--- src/rtl/cpu_decode_pkg.sv ---
// -----------------------------------------------------------------------------
// cpu_decode_pkg
//   Shared definitions for the decode stage: RV32 base opcodes, the IMM_SELECT
//   encodings consumed by immediate_generation_unit, the canonical NOP, the
//   decode-stage FSM state encodings and the decoder result bundle.
// -----------------------------------------------------------------------------
package cpu_decode_pkg;

    localparam int XLEN = 32;

    // Base opcodes (instr[6:0])
    localparam logic [6:0] OPC_LUI      = 7'b0110111;
    localparam logic [6:0] OPC_AUIPC    = 7'b0010111;
    localparam logic [6:0] OPC_JAL      = 7'b1101111;
    localparam logic [6:0] OPC_JALR     = 7'b1100111;
    localparam logic [6:0] OPC_BRANCH   = 7'b1100011;
    localparam logic [6:0] OPC_LOAD     = 7'b0000011;
    localparam logic [6:0] OPC_STORE    = 7'b0100011;
    localparam logic [6:0] OPC_OP_IMM   = 7'b0010011;
    localparam logic [6:0] OPC_OP       = 7'b0110011;
    localparam logic [6:0] OPC_MISC_MEM = 7'b0001111;
    localparam logic [6:0] OPC_SYSTEM   = 7'b1110011;

    // Immediate-format select codes
    localparam logic [2:0] IMM_SEL_U    = 3'b000;
    localparam logic [2:0] IMM_SEL_J    = 3'b001;
    localparam logic [2:0] IMM_SEL_I    = 3'b010;
    localparam logic [2:0] IMM_SEL_B    = 3'b011;
    localparam logic [2:0] IMM_SEL_S    = 3'b100;
    localparam logic [2:0] IMM_SEL_NONE = 3'b111;

    // addi x0, x0, 0
    localparam logic [XLEN-1:0] NOP_INSTR = 32'h00000013;

    // Decode-stage FSM states
    localparam logic [1:0] ST_EMPTY  = 2'd0;
    localparam logic [1:0] ST_FULL   = 2'd1;
    localparam logic [1:0] ST_BUBBLE = 2'd2;

    typedef struct packed {
        logic [2:0] imm_sel;
        logic       uses_rs1;
        logic       uses_rs2;
        logic       is_load;
        logic       illegal;
    } dec_info_t;

endpackage

--- src/rtl/imm_select_decoder.sv ---
// -----------------------------------------------------------------------------
// imm_select_decoder
//   Purely combinational opcode classifier.
//   Ports:
//     i_opcode   in  7   instr[6:0]
//     o_info     out     {imm_sel, uses_rs1, uses_rs2, is_load, illegal}
//   rs1 is a source for every opcode except U/J formats; rs2 only for
//   R/S/B formats. Any opcode outside the table (which also covers
//   instr[1:0] != 2'b11, since every table entry ends in 2'b11) is illegal and
//   selects IMM_SEL_NONE.
// -----------------------------------------------------------------------------
module imm_select_decoder
    import cpu_decode_pkg::*;
(
    input  logic [6:0] i_opcode,
    output dec_info_t  o_info
);

    always_comb begin
        o_info          = '0;
        o_info.imm_sel  = IMM_SEL_NONE;
        o_info.uses_rs1 = 1'b1;
        case (i_opcode)
            OPC_LUI, OPC_AUIPC: begin
                o_info.imm_sel  = IMM_SEL_U;
                o_info.uses_rs1 = 1'b0;
            end
            OPC_JAL: begin
                o_info.imm_sel  = IMM_SEL_J;
                o_info.uses_rs1 = 1'b0;
            end
            OPC_OP_IMM, OPC_JALR: begin
                o_info.imm_sel  = IMM_SEL_I;
            end
            OPC_LOAD: begin
                o_info.imm_sel  = IMM_SEL_I;
                o_info.is_load  = 1'b1;
            end
            OPC_BRANCH: begin
                o_info.imm_sel  = IMM_SEL_B;
                o_info.uses_rs2 = 1'b1;
            end
            OPC_STORE: begin
                o_info.imm_sel  = IMM_SEL_S;
                o_info.uses_rs2 = 1'b1;
            end
            OPC_OP: begin
                o_info.uses_rs2 = 1'b1;
            end
            OPC_MISC_MEM, OPC_SYSTEM: begin
                o_info.imm_sel  = IMM_SEL_NONE;
            end
            default: begin
                o_info.illegal  = 1'b1;
            end
        endcase
        if (i_opcode[1:0] != 2'b11) begin
            o_info.illegal = 1'b1;
        end
    end

endmodule

--- src/rtl/decode_issue_controller.sv ---
// -----------------------------------------------------------------------------
// decode_issue_controller
//   Decode-stage sequencer: one-entry IF/ID register with valid/ready on both
//   sides, IMM_SELECT decode, single-bubble load-use interlock, branch flush.
//
//   Handshake: a word moves across an interface in a cycle where the producer's
//   valid and the consumer's ready are both high at the rising edge. Valid must
//   not depend on ready; ID_READY is combinational from state, FLUSH, EX_READY.
//
//   Ports:
//     CLK, RESET_N          clock (rising), async active-low reset
//     IF_VALID/IF_INSTRUCTION/IF_PC/ID_READY   fetch side
//     FLUSH                 kill held instruction (highest priority)
//     EX_READY/ID_VALID/ID_INSTRUCTION/ID_PC   execute side
//     IMM_SELECT            immediate format of held instruction (NONE if invalid)
//     ID_RS1/ID_RS2/ID_RD   register fields of held instruction
//     LOAD_USE_STALL        bubble cycle in progress
//     ILLEGAL_INSTR         only with DECODE_ILLEGAL_TRAP_EN defined
//     DBG_STATE             FSM state (EMPTY=0, FULL=1, BUBBLE=2)
//
//   Optional feature macro: DECODE_ILLEGAL_TRAP_EN
// -----------------------------------------------------------------------------
module decode_issue_controller
    import cpu_decode_pkg::*;
(
    input  logic            CLK,
    input  logic            RESET_N,
    input  logic            IF_VALID,
    input  logic [31:0]     IF_INSTRUCTION,
    input  logic [31:0]     IF_PC,
    output logic            ID_READY,
    input  logic            FLUSH,
    input  logic            EX_READY,
    output logic            ID_VALID,
    output logic [31:0]     ID_INSTRUCTION,
    output logic [31:0]     ID_PC,
    output logic [2:0]      IMM_SELECT,
    output logic [4:0]      ID_RS1,
    output logic [4:0]      ID_RS2,
    output logic [4:0]      ID_RD,
    output logic            LOAD_USE_STALL,
`ifdef DECODE_ILLEGAL_TRAP_EN
    output logic            ILLEGAL_INSTR,
`endif
    output logic [1:0]      DBG_STATE
);

    logic [1:0]      r_state;
    logic [1:0]      w_state_nxt;
    logic [31:0]     r_instr;
    logic [31:0]     r_pc;
    logic            r_load_flag;
    logic [4:0]      r_last_rd;

    dec_info_t       w_held;
    dec_info_t       w_incoming;

    logic            w_id_valid;
    logic            w_issue;
    logic            w_capture;
    logic            w_accept_ok;
    logic            w_nxt_load_flag;
    logic [4:0]      w_nxt_last_rd;
    logic [4:0]      w_if_rs1;
    logic [4:0]      w_if_rs2;
    logic            w_cap_hazard;

    imm_select_decoder u_dec_held (
        .i_opcode (r_instr[6:0]),
        .o_info   (w_held)
    );

    // Second decoder classifies the word being captured so the load-use check
    // can be resolved on the capture edge.
    imm_select_decoder u_dec_incoming (
        .i_opcode (IF_INSTRUCTION[6:0]),
        .o_info   (w_incoming)
    );

    assign w_id_valid = (r_state == ST_FULL);
    assign w_issue    = w_id_valid & EX_READY & ~FLUSH;

`ifdef DECODE_ILLEGAL_TRAP_EN
    logic r_trap_lock;
    logic w_unused_dec;

    // After an illegal word is seen, fetch is held off until a flush redirects.
    assign w_accept_ok   = ~r_trap_lock & ~(w_id_valid & w_held.illegal);
    assign ILLEGAL_INSTR = w_id_valid & w_held.illegal;
    assign w_unused_dec  = ^{w_incoming.imm_sel, w_incoming.is_load, w_incoming.illegal};

    always_ff @(posedge CLK or negedge RESET_N) begin
        if (!RESET_N) begin
            r_trap_lock <= 1'b0;
        end else if (FLUSH) begin
            r_trap_lock <= 1'b0;
        end else if (w_issue && w_held.illegal) begin
            r_trap_lock <= 1'b1;
        end
    end
`else
    logic w_unused_dec;

    assign w_accept_ok  = 1'b1;
    assign w_unused_dec = ^{w_incoming.imm_sel, w_incoming.is_load, w_incoming.illegal,
                            w_held.illegal};
`endif

    // The hazard is detected when the dependent word is captured, which sends
    // the FSM to BUBBLE rather than FULL. Hence a FULL instruction is never
    // hazardous and ready needs no hazard term here.
    assign ID_READY  = ~FLUSH & w_accept_ok &
                       ((r_state == ST_EMPTY) | ((r_state == ST_FULL) & EX_READY));
    assign w_capture = IF_VALID & ID_READY;

    // Bookkeeping as it will stand after this edge: if the held word issues
    // now, the incoming word is checked against it.
    assign w_nxt_load_flag = w_issue ? w_held.is_load : r_load_flag;
    assign w_nxt_last_rd   = w_issue ? r_instr[11:7]  : r_last_rd;
    assign w_if_rs1        = IF_INSTRUCTION[19:15];
    assign w_if_rs2        = IF_INSTRUCTION[24:20];
    assign w_cap_hazard    = w_nxt_load_flag & (w_nxt_last_rd != 5'd0) &
                             ((w_incoming.uses_rs1 & (w_if_rs1 == w_nxt_last_rd)) |
                              (w_incoming.uses_rs2 & (w_if_rs2 == w_nxt_last_rd)));

    always_comb begin
        w_state_nxt = r_state;
        if (FLUSH) begin
            w_state_nxt = ST_EMPTY;
        end else begin
            case (r_state)
                ST_EMPTY: begin
                    if (w_capture) begin
                        w_state_nxt = w_cap_hazard ? ST_BUBBLE : ST_FULL;
                    end
                end
                ST_FULL: begin
                    if (EX_READY) begin
                        if (w_capture) begin
                            w_state_nxt = w_cap_hazard ? ST_BUBBLE : ST_FULL;
                        end else begin
                            w_state_nxt = ST_EMPTY;
                        end
                    end
                end
                ST_BUBBLE: begin
                    w_state_nxt = ST_FULL;
                end
                default: begin
                    w_state_nxt = ST_EMPTY;
                end
            endcase
        end
    end

    always_ff @(posedge CLK or negedge RESET_N) begin
        if (!RESET_N) begin
            r_state <= ST_EMPTY;
        end else begin
            r_state <= w_state_nxt;
        end
    end

    always_ff @(posedge CLK or negedge RESET_N) begin
        if (!RESET_N) begin
            r_instr <= NOP_INSTR;
            r_pc    <= '0;
        end else if (w_capture) begin
            r_instr <= IF_INSTRUCTION;
            r_pc    <= IF_PC;
        end
    end

    // Issue bookkeeping. A bubble sends nothing to EX, so the load that caused
    // it no longer sits directly ahead of the held instruction.
    always_ff @(posedge CLK or negedge RESET_N) begin
        if (!RESET_N) begin
            r_load_flag <= 1'b0;
            r_last_rd   <= '0;
        end else if (FLUSH) begin
            r_load_flag <= 1'b0;
        end else if (r_state == ST_BUBBLE) begin
            r_load_flag <= 1'b0;
        end else if (w_issue) begin
            r_load_flag <= w_held.is_load;
            r_last_rd   <= r_instr[11:7];
        end
    end

    assign ID_VALID       = w_id_valid;
    assign ID_INSTRUCTION = w_id_valid ? r_instr : NOP_INSTR;
    assign ID_PC          = r_pc;
    assign IMM_SELECT     = w_id_valid ? w_held.imm_sel : IMM_SEL_NONE;
    assign ID_RS1         = r_instr[19:15];
    assign ID_RS2         = r_instr[24:20];
    assign ID_RD          = r_instr[11:7];
    assign LOAD_USE_STALL = (r_state == ST_BUBBLE);
    assign DBG_STATE      = r_state;

endmodule
--- config.mk ---
export PLATFORM = sky130hd
export DESIGN_NAME = decode_issue_controller
export DESIGN_NICKNAME = d
export VERILOG_FILES = /design/src/rtl/cpu_decode_pkg.sv /design/src/rtl/imm_select_decoder.sv /design/src/rtl/decode_issue_controller.sv
export SDC_FILE = /design/constraint.sdc
export NUM_CORES = 1
export LEC_CHECK = 0
export BUFFER_PORTS_ARGS = -buffer_cell sky130_fd_sc_hd__clkbuf_2
export CAP_MARGIN = 10
export CORE_MARGIN = 1
export CORE_UTILIZATION = 51
export CTS_CLUSTER_SIZE = 8
export DETAILED_ROUTE_END_ITERATION = 16
export PLACE_DENSITY = 0.85
export SYNTH_ARGS = -nofsm -noshare
export SYNTH_HDL_FRONTEND = slang
export SYNTH_SLANG_ARGS = --single-unit
--- constraint.sdc ---
create_clock -name CLK -period 4.96 [get_ports CLK]
set_input_delay 0.496 -clock CLK [delete_from_list [all_inputs] [get_ports CLK]]
set_output_delay 0.496 -clock CLK [all_outputs]
set_load 0.03 [all_outputs]
-- Word level (Yosys, flattened, before mapping)
Cells that the tools add are included.
- input bits: 69
- register bits after elaboration: 72
- eq/ne operators: 20
- reduce and logical (&&, ||, !) cells: 8
- mux-type cells: 16
- bitwise gates (word level): 12
- operator list (kind ; count):
    7-bit by 6-bit equality test with 1-bit output (second input constant) ; 5
    7-bit equality test (second input constant) ; 5
    32-bit 2-to-1 mux ; 1
    7-bit by 5-bit equality test with 1-bit output (second input constant) ; 3
    3-bit one-hot mux with 5 select lines ; 1
    5-bit equality test ; 2
    2-bit 2-to-1 mux ; 5
    3-bit OR reduction ; 3
    1-bit AND ; 8
    7-bit by 2-bit equality test with 1-bit output (second input constant) ; 1
    1-bit 2-to-1 mux ; 6
    3-bit inequality test (second input constant) ; 2
    2-bit one-hot mux with 3 select lines ; 1
    5-bit 2-to-1 mux ; 1
    5-bit nonzero test ; 1
    2-bit AND reduction ; 2
    3-bit 2-to-1 mux ; 1
    2-bit by 1-bit equality test with 1-bit output (second input constant) ; 1
    2-bit equality test (second input constant) ; 1
    2-bit zero test ; 1
    1-bit NOT ; 2
    1-bit bitwise OR ; 2
    2-bit OR reduction ; 1

-- Depth between registers and ports, before layout
Gate-level depths: netlist of run 1.
- depth after elaboration: 13
- mapped depth: 8
- gate-level depth less buffers: 6

-- Cells and area by module
Synthesis of run 1 repeated with hierarchy kept, for this count alone.
- cells, all modules: 338
- area, all modules: 3837.4 sq um
- modules (own cells, without submodules) (module ; area an instance (sq um) ; instances ; cells each):
    decode_issue_controller ; 3412.0 ; 1 ; 274
    imm_select_decoder ; 212.7 ; 2 ; 32

-- Worst setup path before layout of run 1
Ideal clock, no wire load.
- kind: register to register
- start point: reg r_state[0] (netlist: DBG_STATE[0])
- end point: reg r_pc[0] (netlist: ID_PC[0])
- setup time: 0.125 ns
- path buffers: 2
- cell stages (with the launch flop): 7
- arrival: 2.241 ns
- path slack: 2.594 ns
- required time: 4.835 ns
- cells stage by stage: dfrtp_1 nor2b_1 nor3_1 nand2_1 buf_2 buf_2 mux2_2
- cells in the longest elaborated chain, start to end: 5
- elaborated cells between the ends (all ways): 6
- classes of those cells: 1 x eq/ne; 4 x bitwise; 1 x reduce/logical
- RTL lines (item ; RTL line ; text):
    start, declared ; decode_issue_controller.sv:48 ; logic [1:0] r_state;
    start signal, assigned ; decode_issue_controller.sv:160 ; r_state <= w_state_nxt;
    2-bit by 1-bit equality test with 1-bit output ; decode_issue_controller.sv:113 ; ((r_state == ST_EMPTY) | ((r_state == ST_FULL) & EX_READY));
    1-bit AND ; decode_issue_controller.sv:113 ;
    1-bit bitwise OR * ; decode_issue_controller.sv:113 ;
    1-bit AND * ; decode_issue_controller.sv:112 ; assign ID_READY = ~FLUSH & w_accept_ok &
    via ID_READY ; decode_issue_controller.sv:31 ; output logic ID_READY,
    1-bit AND * ; decode_issue_controller.sv:114 ; assign w_capture = IF_VALID & ID_READY;
    end signal, assigned ; decode_issue_controller.sv:167 ; r_pc <= '0;
    end signal, assigned ; decode_issue_controller.sv:170 ; r_pc <= IF_PC;
    end, declared ; decode_issue_controller.sv:51 ; logic [31:0] r_pc;
The timed path passes the listed nets; every way through them passes the cells marked *.
A chain may end at the register's enable or synchronous reset.

-- Final worst setup path of run 1
- start point: reg r_state[1] (netlist: DBG_STATE[1])
- end point: out IMM_SELECT[2]
- cells in the longest elaborated chain, start to end: 2
- RTL lines (item ; RTL line ; text):
    2-bit by 1-bit equality test with 1-bit output ; decode_issue_controller.sv:80 ; assign w_id_valid = (r_state == ST_FULL);
    3-bit 2-to-1 mux ; decode_issue_controller.sv:193 ; assign IMM_SELECT = w_id_valid ? w_held.imm_sel : IMM_SEL_NONE;
    end, declared ; decode_issue_controller.sv:37 ; output logic [2:0] IMM_SELECT,
No other way between the ends.

==> flow_summary_export.csv, run 1 <==
group,metric,value,unit
status,outcome,"complete, but fails checks",
status,violations,"design-rule violations",
setup_path,end_kind,"output port",
clock_network,postCtsSetupRepairBufs,0,
clock_network,cts.reportedPaths.clkPinSlew,0.07,ns
routing,vias,2663,
clock_network,cts_buffers,9,
cells_and_area,diodes,0,
cells_and_area,finalInstanceArea,4400,um^2
run,max_cap_violations,0,
synth,yosysTopAreaCellShare,0.492,
setup_path,path_class,"flip-flop to output port",
clock_network,cts_tree,"built",
synth,synth-seq-area-share,0.514,
synth,yosys_warnings,0,
floorplan,coreArea,6490,um^2
setup_path,endpoint,"IMM_SELECT[2]",
sta,setup_viol,0,
synth,synth_common_cells,"69 x dfrtp_1, 66 x mux2_2, 29 x and2_1, 16 x buf_4, 10 x nor2_1",
clock_network,cts_hold_buf,0,
sta,fin_hold_ws,0.281,ns
sta,tns,0,ns
sta,grt_setup_unrepaired,"false",
sta,drv_slew,0,
setup_path,worstSetupStartpoint,"DBG_STATE[1]$_DFFE_PN0P_",
floorplan,row_count,29,
grt,met3_usage,0.0564,
clock_network,cts_root_buf,"clkbuf_8",
synth,yosys.cell_count.top_type,"dfrtp_1",
routing,drt-initial-drc-count,148,
sta,max_freq,352,MHz
synth,synth_ff_type,"dfrtp_1",
min_path,hold_class,"primary input to asynchronous set/reset pin",
routing,wl_per_cell,14.9,um
placed_design,placed_area,4220,um^2
floorplan,initial_core_util,0.540,
synth,synth_edf_count,0,
floorplan,die_w,85.0,um
setup_path,worstPathArrival,2.35,ns
cells_and_area,fin_nets,499,
grt,antenna_found_initial,0,
routing,remaining_drc_errors,10,
grt,grt_pass1_vias,2661,
setup_path,r2r_start,"DBG_STATE[0]$_DFFE_PN0P_",
sta,hold_violations,0,
synth,synthesis.nets,358,
setup_path,cp.required,4.46,ns
routing,routed_via_density,5.21,
setup_path,ff2ff_setup_slack,2.67,ns
setup_path,cp_max_fo,34,
floorplan,pin_count,156,
synth,synth.ff_latch_count,72,
routing,ant_nets,0,
grt,grtUsageMet2,0.383,
synth,synth_area,3510,um^2
grt,busiest_layer,"met2",
grt,grt_max_degree,73,
sta,relSlewSlack,0.409,
grt,grt.overflow.total,0,
sta,finClkSkew,0.00748,ns
setup_path,worst-r2r-cell-count,5,
clock_network,numClockSinks,72,
placed_design,dp_cells,496,
clock_network,cts_max_path_buffers,2,
clock_network,h-tree-depth,3,
routing,wirelength,7620,um
synth,synth_top_area_cell,"dfrtp_1",
clock_network,worstSkewPairLatency,0.33,ns
synth,synth_cell_types,40,
pwr,vdd_drop_max,247,uV
pwr,p_leak,2.20,nW
synth,synth_area_leaders,"dfrtp_1 49%, mux2_2 21%, and2_1 5.2%",
synth,avgSynthCellArea,12.1,um^2
cells_and_area,fin_cells,511,
sta,period_share,0.573,
grt,grtUsageMet1,0.275,
cells_and_area,drive_gt1_frac,0.569,
pwr,p_per_area,398,nW/um^2
grt,grtUsageTotal,0.225,
sta,worstMarginPinSlew,0.887,ns
floorplan,die_y,85.0,um
routing,firstDrtPassIters,10,
setup_path,start_kind,"flip-flop",
placed_design,gp_congestion,0.844,
floorplan,die_area,7220,um^2
setup_path,reg2reg_to,"r_instr[30]$_DFFE_PN0P_",
grt,grt_pass1_wl,12600,um
sta,post-route-min-period,2.84,ns
synth,syn_inst,289,
placed_design,port_buffers,155,
clock_network,cts_resized,0,
cells_and_area,area_delta_synth_final,25.2,%
synth,synthArstFlopShare,1.00,
placed_design,dpl.hpwl,5650,um
==> critical path, stage by stage (launching register included) <==
cell and delay (ns):
dfrtp_1 0.47, and2b_1 0.82, nor3b_1 0.37, o21ai_0 0.14, clkbuf_2 0.20
==> flip-flops by register name (all words and copies together), names as in the netlist <==
signal and cells:
r_load_flag 1, r_last_rd 5, ID_PC 32, r_instr 32
DBG_STATE 2
==> logic make-up (layout without fill, tap and decap cells) <==
kind of cell,count (synthesis),after routing,synth area share
simple gates,77,77,0.125
flops,72,72,0.514
mux,68,68,0.219
buf+inv,34,179,0.0602
compound gates,26,26,0.0513
xor+xnor,12,12,0.0299
==> cell type report <==
| cell class | instances | area [um^2] |
|---|---|---|
| timing repair buffer | 157 | 793 |
| tap | 77 | 96.3 |
| clock inverter | 4 | 20.0 |
| inverter | 7 | 27.5 |
| multi-input combinational | 183 | 1500 |
| clock buffer | 11 | 151 |
| fill | 501 | 2100 |
| sequential | 72 | 1810 |
==> through the flow <==
step / setup slack, ns / total power [mW] / util
after CTS: 2.09 / 1.77 / 0.677
after global placement: 2.56 / 1.34 / 0.650
after floorplan: 2.59 / 1.20 / -
final: 2.12 / 1.75 / 0.677
after global routing: 1.88 / 1.84 / 0.677
after detailed placement: 2.48 / 1.36 / 0.650
==> cells in the final DEF (no fill, tap or decap), types with 2 or more instances in the layout <==
master,synthesis,routed
a21oi_1,8,8
and2_1,29,29
o21ai_0,5,5
a2111oi_0,4,4
nor3_1,4,4
buf_4,16,3
nor2b_1,5,5
and3_1,2,2
nand2b_1,4,4
dfrtp_1,69,69
nor2_1,10,10
xor2_1,9,9
o211ai_1,2,2
nand3_1,3,3
and2b_1,2,2
clkbuf_8,0,11
nand2_1,9,8
clkinv_2,1,5
xnor2_1,3,3
or3_1,2,2
mux2_2,66,66
nor3b_1,2,2
clkbuf_2,0,154
dfstp_2,3,3
inv_1,6,6
==> report_power, final <==
part / leakage [nW] / internal, mW / total, mW / switching (mW)
clock: 0.0947 / 0.203 / 0.407 / 0.204
combinational: 1.25 / 0.217 / 0.557 / 0.340
sequential: 0.851 / 0.697 / 0.786 / 0.0887
total: 2.20 / 1.12 / 1.75 / 0.633
==> per-layer routing <==
metal	vias up	part of all wire
li1	1268	-
met1	1281	0.41
met2	102	0.51
met3	12	0.073
met4	0	0.013
met5	-	0
==> worst min path at each step <==
| stage | startpoint | end | slack [ns] | cells past startpoint |
|---|---|---|---|---|
| 2_1_floorplan | RESET_N | DBG_STATE[0]$_DFFE_PN0P_ | 0.20 | 0 |
| 3_3_place_gp | r_instr[31]$_DFFE_PN0P_ | r_instr[31]$_DFFE_PN0P_ | 0.48 | 1 |
| 3_5_place_dp | r_instr[12]$_DFFE_PN0P_ | r_instr[12]$_DFFE_PN0P_ | 0.49 | 1 |
| 4_1_cts | RESET_N | r_instr[13]$_DFFE_PN0P_ | 0.32 | 1 |
| 5_1_grt | RESET_N | r_instr[13]$_DFFE_PN0P_ | 0.37 | 1 |
| 6_report | RESET_N | r_instr[13]$_DFFE_PN0P_ | 0.28 | 1 |
(Power assumes the default switching activity.)
==> inputs of run 2 (changes only) <==
--- a/config.mk
+++ b/config.mk
@@ -8,10 +8,10 @@
 export BUFFER_PORTS_ARGS = -buffer_cell sky130_fd_sc_hd__clkbuf_2
 export CAP_MARGIN = 10
 export CORE_MARGIN = 1
-export CORE_UTILIZATION = 51
+export CORE_UTILIZATION = 43
 export CTS_CLUSTER_SIZE = 8
 export DETAILED_ROUTE_END_ITERATION = 16
-export PLACE_DENSITY = 0.85
+export PLACE_DENSITY = 0.77
 export SYNTH_ARGS = -nofsm -noshare
 export SYNTH_HDL_FRONTEND = slang
 export SYNTH_SLANG_ARGS = --single-unit
==> constraint.sdc (replaced) <==
create_clock -name CLK -period 2.6 [get_ports CLK]
set_input_delay 0.26 -clock CLK [delete_from_list [all_inputs] [get_ports CLK]]
set_output_delay 0.26 -clock CLK [all_outputs]
set_load 0.03 [all_outputs]
==> run 2 against run 1 <==
Against the previous run:
- the run now ends clean
- flip-flop and latch count unchanged
- clock power grew 120%
- highest routed layer unchanged
- via count increased by 1.8%
- design area rose by 2.1%
- critical path type unchanged
- worst hold slack lost 0.26 ns
- routed wire length is 3.9% higher
- largest cell class unchanged
- non-clock buffer count is 3 higher
- cell count up 5.7%
- total power is 98% higher
- setup slack got worse by 1.7 ns
==> flow_summary_export.csv, run 2 (synthesis results as in run 1) <==
group,metric,value,unit
floorplan,coreArea,7810,um^2
grt,grt_pass1_wl,12600,um
floorplan,row_count,32,
floorplan,die_area,8530,um^2
placed_design,port_buffers,155,
sta,hold_violations,0,
cells_and_area,diodes,0,
pwr,sw_frac_of_total,0.352,
status,outcome,"finished, final reports clean",
pwr,seq_power_share,0.434,
grt,grt_pass1_vias,2731,
pwr,p_switching,1.22,mW
setup_path,end_kind,"output port",
setup_path,cpLargestDelayFamily,"simple AND/OR/NAND/NOR gates",
grt,grt.overflow.total,0,
pwr,finalPower,3.46,mW
placed_design,place_ws,0.578,ns
sta,grt_setup_unrepaired,"false",
sta,setup_ws,0.409,ns
setup_path,critPathMaxStageDelay,0.40,ns
sta,worstMarginPinSlew,0.900,ns
routing,remaining_drc_errors,0,
floorplan,pin_count,156,
routing,ant_nets,0,
cells_and_area,area_delta_synth_final,27.9,%
clock_network,h-tree-depth,3,
sta,period_share,0.843,
cells_and_area,final_common_cell,"clkbuf_2",
cells_and_area,final_util,0.575,
sta,relSlewSlack,0.400,
pwr,pwr-share-comb,0.308,
clock_network,cts.reportedPaths.clkPinSlew,0.07,ns
pwr,p_int,2.24,mW
setup_path,cp_cell_sequence,"nor2b_1, nor2_1, nor3_1, a21oi_1, nor3b_1, o21ai_0, clkbuf_2",
sta,drv_slew,0,
setup_path,path_class,"flip-flop to output port",
routing,vias,2712,
clock_network,worstSkewPairLatency,0.34,ns
routing,drt-initial-drc-count,117,
sta,setup_viol,0,
pwr,vdd_drop_max,395,uV
sta,max_freq,456,MHz
routing,wirelength,7920,um
clock_network,cts_tree,"built",
pwr,p_per_area,771,nW/um^2
setup_path,worstPathArrival,1.93,ns
pwr,pwr-share-clk,0.257,
cells_and_area,fin_nets,502,
clock_network,numClockSinks,72,
floorplan,initial_core_util,0.450,
pwr,p_leak,2.23,nW
cells_and_area,finalInstanceArea,4490,um^2
placed_design,dpl.hpwl,5960,um
grt,antenna_found_initial,0,
clock_network,cts_buffers,9,
placed_design,placed_area,4290,um^2
setup_path,start_kind,"flip-flop",
sta,tns,0,ns
routing,wl_per_cell,14.7,um
setup_path,ff2ff_setup_slack,0.54,ns
placed_design,dp_cells,524,
min_path,hold_class,"primary input to asynchronous set/reset pin",
clock_network,cts_hold_buf,0,
sta,fin_hold_ws,0.0248,ns
grt,grtUsageTotal,0.191,
clock_network,cts_resized,0,
floorplan,die_y,92.3,um
routing,routed_via_density,5.02,
setup_path,cp_max_fo,5,
clock_network,postCtsSetupRepairBufs,0,
placed_design,gp_congestion,0.870,
setup_path,crit_path_top_delay_cell,"dfrtp_1",
clock_network,cts_root_buf,"clkbuf_8",
cells_and_area,drive_gt1_frac,0.568,
grt,grt_max_degree,73,
floorplan,die_w,92.3,um
sta,finClkSkew,0.00492,ns
cells_and_area,layout.cells.most_common_list,"154 x clkbuf_2, 69 x dfrtp_1, 66 x mux2_2",
run,max_cap_violations,0,
routing,firstDrtPassIters,5,
setup_path,path_buf_inv,1,
sta,post-route-min-period,2.19,ns
cells_and_area,fin_cells,540,
clock_network,cts_max_path_buffers,2,
setup_path,cp.required,2.34,ns
-- run 2: path summary, 6_finish.rpt --
kind,endpoint,startpoint,cells after the start
setup / recovery,IMM_SELECT[0],r_instr[5]$_DFFE_PN0P_,7
hold / removal,ID_PC[4]$_DFFE_PN0P_,RESET_N,1
setup reg to reg,DBG_STATE[0]$_DFFE_PN0P_,DBG_STATE[1]$_DFFE_PN0P_,7
hold reg to reg,r_instr[25]$_DFFE_PN0P_,r_instr[25]$_DFFE_PN0P_,1
max in group asynchronous,r_instr[15]$_DFFE_PN0P_,RESET_N,1
min in group CLK,ID_PC[12]$_DFFE_PN0P_,IF_PC[12],2
-- run 2: cell type report --
cell class	count	area, um^2
repair buffers	160	828
flip-flops and latches	72	1810
clock inverters	3	40.0
inverters	7	27.5
well taps	102	128
multi-input cells	183	1500
clock buffers	13	159
fillers	680	3320
-- run 2: power by group through the flow --
stage	clock [mW]	sequential (mW)	combinational, mW
after global routing	0.965	1.53	1.14
final	0.891	1.50	1.07
after CTS	0.920	1.50	1.08
after global placement	0	1.51	1.05
after detailed placement	0	1.52	1.08
after floorplan	0	1.65	0.635
-- run 2: metal layers --
metal,global-route usage,vias to the layer above,share of wire
li1,-,1266,-
met1,0.217,1322,0.39
met2,0.335,111,0.52
met3,0.0550,13,0.072
met4,0.0807,0,0.020
met5,0,-,0
==> inputs of run 3 (changes only) <==
--- a/config.mk
+++ b/config.mk
@@ -8,10 +8,10 @@
 export BUFFER_PORTS_ARGS = -buffer_cell sky130_fd_sc_hd__clkbuf_2
 export CAP_MARGIN = 10
 export CORE_MARGIN = 1
-export CORE_UTILIZATION = 43
+export CORE_UTILIZATION = 47
 export CTS_CLUSTER_SIZE = 8
 export DETAILED_ROUTE_END_ITERATION = 16
-export PLACE_DENSITY = 0.77
+export PLACE_DENSITY = 0.8
 export SYNTH_ARGS = -nofsm -noshare
 export SYNTH_HDL_FRONTEND = slang
 export SYNTH_SLANG_ARGS = --single-unit
==> constraint.sdc (replaced) <==
create_clock -name CLK -period 2.1 [get_ports CLK]
set_input_delay 0.21 -clock CLK [delete_from_list [all_inputs] [get_ports CLK]]
set_output_delay 0.21 -clock CLK [all_outputs]
set_load 0.03 [all_outputs]
==> run 3 against run 2 <==
Against the previous run:
- flip-flop and latch count stayed put
- total power rose by 26%
- die area is 8.3% lower
==> flow_summary_export.csv, run 3 (synthesis results as in run 1) <==
group,metric,value,unit
setup_path,crit_path_top_delay_cell,"dfrtp_2",
grt,grt_max_degree,67,
min_path,hp-start,"IF_PC[21]",
routing,drt-initial-drc-count,151,
floorplan,die_area,7820,um^2
setup_path,path_buf_inv,1,
sta,setup_viol,0,
floorplan,row_count,31,
routing,vias,2683,
cells_and_area,fin_nets,507,
setup_path,start_kind,"flip-flop",
sta,max_freq,486,MHz
cells_and_area,seqCellArea,1810,um^2
pwr,sw_frac_of_total,0.349,
cells_and_area,layout.cells.most_common_list,"153 x clkbuf_2, 67 x dfrtp_1, 66 x mux2_2",
setup_path,path_class,"flip-flop to output port",
setup_path,cp_cell_sequence,"or3_1, or3_4, o211ai_1, buf_4",
clock_network,numClockSinks,72,
cells_and_area,multi_input_area,1520,um^2
cells_and_area,nFillCells,613,
clock_network,h-tree-depth,3,
status,outcome,"finished, final reports clean",
sta,tns,0,ns
pwr,pwr-share-comb,0.309,
sta,fin_hold_ws,0.0932,ns
placed_design,place_ws,0.175,ns
setup_path,cpLargestDelayFamily,"simple AND/OR/NAND/NOR gates",
sta,relSlewSlack,0.588,
cells_and_area,diodes,0,
setup_path,r2r_start,"DBG_STATE[1]$_DFFE_PN0P_",
floorplan,initial_core_util,0.484,
run,max_cap_violations,0,
pwr,p_per_area,955,nW/um^2
pwr,p_switching,1.52,mW
setup_path,ff2ff_setup_slack,0.14,ns
setup_path,critPathMaxStageDelay,0.44,ns
cells_and_area,drive_gt1_frac,0.588,
placed_design,dp_cells,524,
sta,drv_slew,0,
routing,routed_via_density,4.96,
floorplan,coreArea,7250,um^2
placed_design,placed_area,4330,um^2
grt,grtUsageTotal,0.197,
sta,hold_violations,0,
cells_and_area,area_delta_synth_final,30.2,%
pwr,finalPower,4.36,mW
grt,grt_pass1_vias,2493,
pwr,pwr-share-clk,0.268,
sta,post-route-min-period,2.06,ns
setup_path,worst-r2r-cell-count,7,
sta,finClkSkew,0.00875,ns
setup_path,reg2reg_to,"DBG_STATE[0]$_DFFE_PN0P_",
clock_network,cts_max_path_buffers,2,
sta,setup_ws,0.0435,ns
routing,firstDrtPassIters,4,
placed_design,gp_congestion,0.856,
clock_network,worstSkewPairLatency,0.34,ns
pwr,p_int,2.84,mW
min_path,worstHoldPathCells,2,
placed_design,port_buffers,155,
routing,ant_nets,0,
cells_and_area,final_common_cell,"clkbuf_2",
pwr,vdd_drop_max,572,uV
setup_path,worstPathArrival,1.85,ns
routing,wl_per_cell,13.8,um
sta,worstMarginPinSlew,0.617,ns
min_path,hold_class,"primary input to flip-flop",
sta,period_share,0.979,
grt,grt_pass1_wl,11600,um
grt,grt.overflow.total,0,
routing,remaining_drc_errors,0,
clock_network,cts_buffers,9,
pwr,seq_power_share,0.423,
clock_network,cts_tree,"built",
floorplan,die_w,88.4,um
setup_path,cp.required,1.89,ns
pwr,p_leak,2.26,nW
floorplan,pin_count,156,
setup_path,end_kind,"output port",
setup_path,cp_max_fo,5,
placed_design,dpl.hpwl,5470,um
cells_and_area,finalInstanceArea,4570,um^2
routing,wirelength,7460,um
grt,antenna_found_initial,0,
clock_network,cts.reportedPaths.clkPinSlew,0.08,ns
min_path,hold_path_end,"ID_PC[21]$_DFFE_PN0P_",
cells_and_area,final_util,0.630,
clock_network,cts_root_buf,"clkbuf_8",
floorplan,die_y,88.4,um
cells_and_area,fin_cells,541,
-- run 3: power groups by stage --
stage,sequential (mW),clock [mW],combinational [mW]
floorplan,2.04,0,0.787
global placement,1.86,0,1.32
detailed placement,1.87,0,1.35
CTS,1.85,1.20,1.35
global route,1.88,1.25,1.46
finish,1.85,1.17,1.35
-- run 3: how the worst max path moves through the flow --
stage	startpoint	endpoint	slack [ns]	cells after the start
after floorplan	DBG_STATE[0]$_DFFE_PN0P_	DBG_STATE[1]$_DFFE_PN0P_	0.03	6
after global placement	DBG_STATE[1]$_DFFE_PN0P_	DBG_STATE[0]$_DFFE_PN0P_	0.20	7
after detailed placement	DBG_STATE[1]$_DFFE_PN0P_	DBG_STATE[0]$_DFFE_PN0P_	0.18	7
after CTS	r_instr[2]$_DFFE_PN0P_	IMM_SELECT[1]	0.004	4
after global routing	r_instr[5]$_DFFE_PN0P_	IMM_SELECT[2]	-0.008	7
final	r_instr[2]$_DFFE_PN0P_	IMM_SELECT[1]	0.04	4
-- run 3: area by class of cell --
type                    instances  share of cell area
inverters                       7             0.00602
clock inverters                 6              0.0186
well taps                      99              0.0271
flip-flops and latches         72               0.396
clock buffers                   9              0.0271
multi-input cells             183               0.332
repair buffers                165               0.193
-- run 3: metal layers --
layer / share of wire / global-route usage
met1: 0.41 / 0.236
met3: 0.065 / 0.0485
met2: 0.51 / 0.334
met4: 0.018 / 0.0982
met5: 0 / 0
-- run 3: timing repair --
| action | 4_1_cts | 5_1_grt |
|---|---|---|
| gates resized for setup | 2 | 5 |
| setup buffers | 0 | 1 |
| endpoints found under the setup margin | 3 | 3 |
| hold buffers | 1 | 0 |
| hold endpoints to repair | 44 | 0 |
